$ cat src/rtl/lce_ready_ctrl.sv
// LCE ready controller: outstanding-request credits plus blocked-cycle timeout, gating cache_req_ready_o.
// Define LCE_READY_CTRL_TIMEOUT_EN to build the timeout counter; otherwise timeout_o is tied low.
module lce_ready_ctrl #(
    parameter int credits_p           = 8,
    parameter int timeout_max_limit_p = 4
) (
    input  logic                             clk_i,
    input  logic                             reset_n_i,
    input  logic                             req_ready_i,
    input  logic                             cmd_ready_i,
    input  logic                             lce_req_v_i,
    input  logic                             lce_req_ready_i,
    input  logic                             cache_req_complete_i,
    input  logic                             uc_store_req_complete_i,
    input  logic                             data_mem_pkt_v_i,
    input  logic                             data_mem_pkt_yumi_i,
    input  logic                             tag_mem_pkt_v_i,
    input  logic                             tag_mem_pkt_yumi_i,
    input  logic                             stat_mem_pkt_v_i,
    input  logic                             stat_mem_pkt_yumi_i,
    output logic                             cache_req_ready_o,
    output logic                             credits_full_o,
    output logic                             credits_empty_o,
    output logic                             timeout_o,
    output logic [$clog2(credits_p+1)-1:0]   credit_count_o
);

    localparam int credit_width_lp = $clog2(credits_p + 1);
    localparam logic [credit_width_lp:0] credit_max_lp = (credit_width_lp + 1)'(credits_p);

    logic [credit_width_lp-1:0] credit_count_r;
    logic [credit_width_lp-1:0] credit_count_next_s;
    logic [credit_width_lp:0]   credit_sum_s;
    logic [credit_width_lp:0]   credit_dec_s;
    logic [credit_width_lp:0]   credit_diff_s;
    logic                       credit_inc_s;
    logic                       timeout_s;

    assign credit_inc_s  = lce_req_v_i & lce_req_ready_i;
    assign credit_dec_s  = (credit_width_lp + 1)'(cache_req_complete_i)
                         + (credit_width_lp + 1)'(uc_store_req_complete_i);
    assign credit_sum_s  = {1'b0, credit_count_r} + (credit_width_lp + 1)'(credit_inc_s);
    assign credit_diff_s = credit_sum_s - credit_dec_s;

    // Next credit count, clamped to [0, credits_p] so illegal traffic cannot wrap it.
    always_comb begin
        credit_count_next_s = credit_count_r;
        if (credit_dec_s > credit_sum_s) begin
            credit_count_next_s = {credit_width_lp{1'b0}};
        end else if (credit_diff_s > credit_max_lp) begin
            credit_count_next_s = credit_max_lp[credit_width_lp-1:0];
        end else begin
            credit_count_next_s = credit_diff_s[credit_width_lp-1:0];
        end
    end

    // Outstanding-request counter register.
    always_ff @(posedge clk_i or negedge reset_n_i) begin
        if (!reset_n_i) begin
            credit_count_r <= {credit_width_lp{1'b0}};
        end else begin
            credit_count_r <= credit_count_next_s;
        end
    end

`ifdef LCE_READY_CTRL_TIMEOUT_EN
    localparam int timeout_width_lp = $clog2(timeout_max_limit_p + 1);
    localparam logic [timeout_width_lp-1:0] timeout_max_lp = timeout_width_lp'(timeout_max_limit_p);

    logic [timeout_width_lp-1:0] timeout_count_r;
    logic [timeout_width_lp-1:0] timeout_count_next_s;
    logic                        blocked_s;

    assign blocked_s = (data_mem_pkt_v_i & ~data_mem_pkt_yumi_i)
                     | (tag_mem_pkt_v_i  & ~tag_mem_pkt_yumi_i)
                     | (stat_mem_pkt_v_i & ~stat_mem_pkt_yumi_i);

    // Consecutive blocked-cycle count; wraps rather than saturating so timeout pulses once.
    always_comb begin
        timeout_count_next_s = timeout_count_r;
        if (blocked_s) begin
            timeout_count_next_s = timeout_count_r + timeout_width_lp'(1);
        end else begin
            timeout_count_next_s = {timeout_width_lp{1'b0}};
        end
    end

    // Blocked-cycle counter register.
    always_ff @(posedge clk_i or negedge reset_n_i) begin
        if (!reset_n_i) begin
            timeout_count_r <= {timeout_width_lp{1'b0}};
        end else begin
            timeout_count_r <= timeout_count_next_s;
        end
    end

    assign timeout_s = (timeout_count_r == timeout_max_lp);
`else
    logic unused_mem_ports_s;

    assign unused_mem_ports_s = ^{data_mem_pkt_v_i, data_mem_pkt_yumi_i,
                                  tag_mem_pkt_v_i,  tag_mem_pkt_yumi_i,
                                  stat_mem_pkt_v_i, stat_mem_pkt_yumi_i};
    assign timeout_s = 1'b0;
`endif

    assign credit_count_o    = credit_count_r;
    assign credits_full_o    = (credit_count_r == credit_max_lp[credit_width_lp-1:0]);
    assign credits_empty_o   = (credit_count_r == {credit_width_lp{1'b0}});
    assign timeout_o         = timeout_s;
    // Reset term keeps ready low while held in reset even though counters already read idle.
    assign cache_req_ready_o = reset_n_i & req_ready_i & cmd_ready_i & ~credits_full_o & ~timeout_s;

endmodule

$ cat config.mk
export PLATFORM = sky130hd
export DESIGN_NAME = lce_ready_ctrl
export DESIGN_NICKNAME = d
export VERILOG_FILES = /design/src/rtl/lce_ready_ctrl.sv
export SDC_FILE = /design/constraint.sdc
export NUM_CORES = 1
export LEC_CHECK = 0
export ABC_CLOCK_PERIOD_IN_PS = 2800
export BUFFER_PORTS_ARGS = -buffer_cell sky130_fd_sc_hd__buf_2
export CORE_AREA = 4 4 41 43
export DETAILED_ROUTE_END_ITERATION = 8
export DIE_AREA = 0 0 45 47
export PLACE_DENSITY_LB_ADDON = 0.3
export SYNTH_ARGS = -nofsm -noshare
export SYNTH_HDL_FRONTEND = slang
export SYNTH_SLANG_ARGS = --single-unit
$ cat constraint.sdc
create_clock -name clk_i -period 2.8 [get_ports clk_i]
set_input_delay 0.56 -clock clk_i [delete_from_list [all_inputs] [get_ports clk_i]]
set_output_delay 0.56 -clock clk_i [all_outputs]
set_load 0.03 [all_outputs]
* Yosys cells after proc, flatten, opt, wreduce, memory -nomap -nowiden
Index checks and enable logic that the tools add are counted.
Widths: inputs -> output; s select.
** Storage, ports and cells
- Flip-flop bits (word level) :: 4
- Bits of input ports :: 14
- Output and inout bits :: 8
- Logic and storage cells :: 15
** Cells by class
- $add $sub $neg :: 3
- $lt $le $gt $ge :: 2
- Eq/ne operators :: 1
- Muxes and demuxes :: 2
- Bitwise gates (word level) :: 5
- Reduce and logical (&&, ||, !) cells :: 1
** Operator list (count)
- $mux 4 :: 2
- $add 4x1->5 :: 1
- $gt 2x5->1 :: 1
- $gt 5x4->1 const B :: 1
- $sub 5x2->5 :: 1
- $and 1x1->1 :: 4
- $eq 4x4->1 const B :: 1
- $logic_not 4->1 :: 1
- $add 1x1->2 :: 1
- $not 1->1 :: 1

* Longest topological paths before layout
- Word-level depth :: 6
- Depth in mapped cells :: 10
- Gate-level depth less buffers :: 9

* Worst setup path before layout
No wires, ideal clock.
- Kind :: reg-to-output
- Start point :: register credit_count_r[3] (netlist: credit_count_o[3])
- End point :: output port cache_req_ready_o
- Stages on the path, launching flop included :: 4
- Path slack :: -0.168 ns
- Path buffers :: 1
- Arrival :: 2.408 ns
- Cells stage by stage :: dfrtp_1 clkbuf_1 nor4b_1 nor2_1
** On the way
- Word-level cells in the longest chain between the ends :: 3
** RTL lines
- start: declaration :: line 31 : logic [credit_width_lp-1:0] credit_count_r;
- start signal: assignment :: line 60 : credit_count_r <= {credit_width_lp{1'b0}};
- start signal: assignment :: line 62 : credit_count_r <= credit_count_next_s;
- $eq 4x4->1 :: line 108 : assign credits_full_o = (credit_count_r == credit_max_lp[credit_width_lp-1:0]);
- via credits_full_o :: line 22 : output logic credits_full_o,
- $not 1->1 :: line 112 : assign cache_req_ready_o = reset_n_i & req_ready_i & cmd_ready_i & ~credits_full_o & ~timeout_s;
- $and 1x1->1 :: line 112
- end: declaration :: line 21 : output logic cache_req_ready_o,
The timed path passes the listed nets, and every way through them passes these cells.

* Worst setup path in the final report
- Start point :: input port lce_req_v_i
- End point :: register credit_count_r[1] (netlist: credit_count_o[1])
** On the way
- Word-level cells in the longest chain between the ends :: 6
- Elaborated cells between the ends (all ways) :: 7
- Those cells by class :: 2 x add/sub; 2 x order compare; 2 x mux; 1 x bitwise
** RTL lines
- start: declaration :: line 11 : input logic lce_req_v_i,
- $and 1x1->1 * :: line 39 : assign credit_inc_s = lce_req_v_i & lce_req_ready_i;
- $add 4x1->5 * :: line 42 : assign credit_sum_s = {1'b0, credit_count_r} + (credit_width_lp + 1)'(credit_inc_s);
- $sub 5x2->5 :: line 43 : assign credit_diff_s = credit_sum_s - credit_dec_s;
- $gt 5x4->1 :: line 50 : end else if (credit_diff_s > credit_max_lp) begin
- $mux 4 :: line 50
- $mux 4 * :: line 48 : if (credit_dec_s > credit_sum_s) begin
- via credit_count_next_s[1] :: line 32 : logic [credit_width_lp-1:0] credit_count_next_s;
Mark *: on every way through the listed nets, which the timed path passes. The rest lies on a longest branch.

==> impl_metrics.py <==
metrics = {
    "run_status": {
        "status": "completed",
    },
    "place": {
        "place.port_buffers": 14,
        "worst_setup_slack_after_placement_ns": -0.0460,
        "hpwl_detailed_um": 874,
        "routabilityCongestion": 0.748,
    },
    "floorplan": {
        "coreArea_sq_um": 1300,
        "floorplan.die.height_um": 47,
        "die_width_um": 45,
        "num_io_pins": 22,
        "fp-row-count": 13,
        "initial_core_util_pct": 41.3,
        "die_area_sq_um": 2120,
    },
    "clocking": {
        "tritoncts_num_sinks": 4,
        "cts_htree_levels": 1,
        "clock_latency_ns": 0.23,
        "path_clk_slew_ns": 0.03,
        "cts_resized": 0,
        "tritoncts": "done",
        "post-cts-setup-buffers": 0,
        "ctsHoldBuffers": 0,
        "max-clock-path-buffers": 2,
        "cts_inserted_buffers": 3,
        "ctsRootBufferMaster": "clkbuf_4",
    },
    "layout": {
        "area_growth_syn_to_layout_pct": 21.0,
        "largest_register_ff_count": 4,
        "insertedDiodeCount": 0,
        "post_route_cells_drive_above_1_share_pct": 34.7,
        "final_nets": 97,
    },
    "sta": {
        "grt_setup_unrepaired": "false",
        "report.final.hold_viol_count": 0,
        "timing.final.crit_period_ns": 2.61,
        "final.setup.worst_slack_ns": 0.187,
        "setup_viol": 0,
        "worst_clock_skew_ns": 0.000209,
        "final.hold.worst_slack_ns": 0.133,
        "min_period_over_period_pct": 93.3,
        "timing.final.max_slew_violations": 0,
        "fmax_ghz": 0.383,
    },
    "critical_path": {
        "crit-reg2reg-launch": "credit_count_o[0]",
        "r2r_depth": 7,
        "startpoint_type": "input port",
        "crit-reg2reg-capture": "credit_count_o[1]",
        "worst-setup-path-type": "input port to flop",
        "worst_ep_required_time_ns": 2.91,
        "max_fanout_on_critical_path": 7,
        "critical_path_arrival_ns": 2.72,
        "rrSetupSlack_ns": 0.31,
        "end_kind": "flop",
    },
    "global_routing": {
        "initial_antenna_violation_count": 0,
        "first_global_vias": 464,
        "grt_first_pass_wirelength_um": 1950,
        "maximum_number_of_pins_on_one_net_before_global_route_repair": 17,
        "grt_remaining_overflow": 0,
        "globalRouteTotalUtil_pct": 12.5,
    },
    "synth": {
        "postSynth.topFlopCell": "dfrtp_1",
        "synth.lib_cells_used.distinct": 35,
        "synthMostInstantiatedCell": "ha_1",
        "synth_cells": 60,
        "post_synthesis_async_set_or_reset_flop_share_pct": 100,
        "synth.largest_area_cell": "dfrtp_1",
        "ys_ff_latch": 4,
        "synth_area_per_cell_sq_um": 8.95,
        "ys_top_cells_by_count": "5 x ha_1, 4 x dfrtp_1, 4 x nor4b_1",
        "synth.area.top_cells": "dfrtp_1 19%, ha_1 12%, nor4b_1 6.5%, xnor2_4 5.1%, nor3b_1 4.2%",
        "synth_enable_flop_cells": 0,
        "synth_warnings": 0,
        "synth_area_sq_um": 537,
        "synth.top_cell.area_share_pct": 18.6,
        "syn-num-nets": 80,
        "synth.yosys.seq_area_share_pct": 18.6,
    },
    "drt": {
        "via_count": 506,
        "route.detailed.wl_per_inst_um": 12.3,
        "drt_pre_antenna_iters": 3,
        "drt-vias-per-instance": 5.62,
        "drt-total-wl_um": 1110,
        "drcViolationCount": 0,
        "detail-route-antenna-nets": 0,
        "detailedRoute.firstIterationViolations": 3,
    },
    "power_and_ir_drop": {
        "internal_power_mw": 0.344,
        "combPwrFrac_pct": 67.9,
        "power.density_cell_area_nw_per_um2": 1060,
        "switching_share_pct": 49.9,
        "power_switching_mw": 0.342,
        "pwr-share-clk_pct": 9.9,
        "static_leakage_power_nw": 0.302,
        "peakVddDrop_uv": 514,
        "sequentialPowerShare_pct": 22.1,
    },
    "worst_hold_path": {
        "type_of_the_tightest_min_delay_check": "input port to asynchronous set/reset pin",
    },
    "flow_run": {
        "max_cap_viol_count": 0,
    },
}
[power groups by stage]
stage	clock, mW	combinational, mW	sequential [mW]
global route	0.0763	0.516	0.162
finish	0.0681	0.466	0.152
global placement	0	0.461	0.150
CTS	0.0727	0.470	0.151
detailed placement	0	0.466	0.152
floorplan	0	0.335	0.166
[cell families after synthesis]
logic type                 count (synthesis)  share of synthesized area, %
AOI/OAI and AO/OA                         13                          18.4
xor gates and xnor gates                   3                          8.39
muxes                                      1                          2.10
adders and majority gates                  6                          15.4
other                                      1                         0.699
and+or+nand+nor                           23                          27.7
DFF                                        4                          18.6
buffers and inverters                      9                          8.62
[final cells by class]
type	count	area [sq um]
well taps	15	18.8
multi-input cells	47	397
inverters	3	11.3
fillers	129	652
repair buffers	18	100
clock buffers	3	22.5
flip-flops and latches	4	100
[layout by cell type, fill, tap and decap left out, types with 2 or more instances in the layout]
master	netlist	final
o211ai_1	2	2
nor3_1	2	2
dfrtp_1	4	4
o311ai_0	2	2
ha_1	5	5
nand3_1	2	2
o21ai_0	2	2
buf_4	1	4
nor3b_1	3	3
clkbuf_4	0	3
xnor2_1	2	2
buf_2	1	14
nand2_1	2	2
nor4b_1	4	3
inv_1	3	3
nor2_1	3	3
[through the flow]
step / cell area (sq um) / setup TNS [ns] / util (%) / power (mW) / cells
global route: 649 / 0 / 49.9 / 0.754 / 90
floorplan: 543 / 0 / - / 0.500 / 60
global placement: 627 / -0.0316 / 48.2 / 0.611 / 87
CTS: 649 / 0 / 49.9 / 0.694 / 90
detailed placement: 627 / -0.0881 / 48.2 / 0.618 / 87
finish: 649 / 0 / 49.9 / 0.686 / 90
[critical path, cell delays in order]
cell and delay, ns:
buf_2 0.10, and2_1 0.15, ha_1 0.20, ha_1 0.31, inv_1 0.06, fa_1 0.54
mux2_2 0.31, a31oi_1 0.20, nor4b_1 0.29
[worst max path at each step]
stage	from	endpoint	slack, ns	depth (start not counted)
2_1_floorplan	lce_req_v_i	credit_count_o[3]	0.18	10
3_3_place_gp	lce_req_v_i	credit_count_o[0]	-0.02	9
3_5_place_dp	lce_req_v_i	credit_count_o[0]	-0.05	9
4_1_cts	lce_req_v_i	credit_count_o[0]	0.19	9
5_1_grt	lce_req_v_i	credit_count_o[0]	0.05	9
6_report	lce_req_v_i	credit_count_o[1]	0.19	9
[metal layers]
metal | wire (um) | global-route usage, %
met1 | 521 | 16.6
met2 | 544 | 20.1
met3 | 28 | 0
met4 | 15 | 8.77
met5 | 0 | 0
Note: power is estimated with default switching activity, not from simulation.
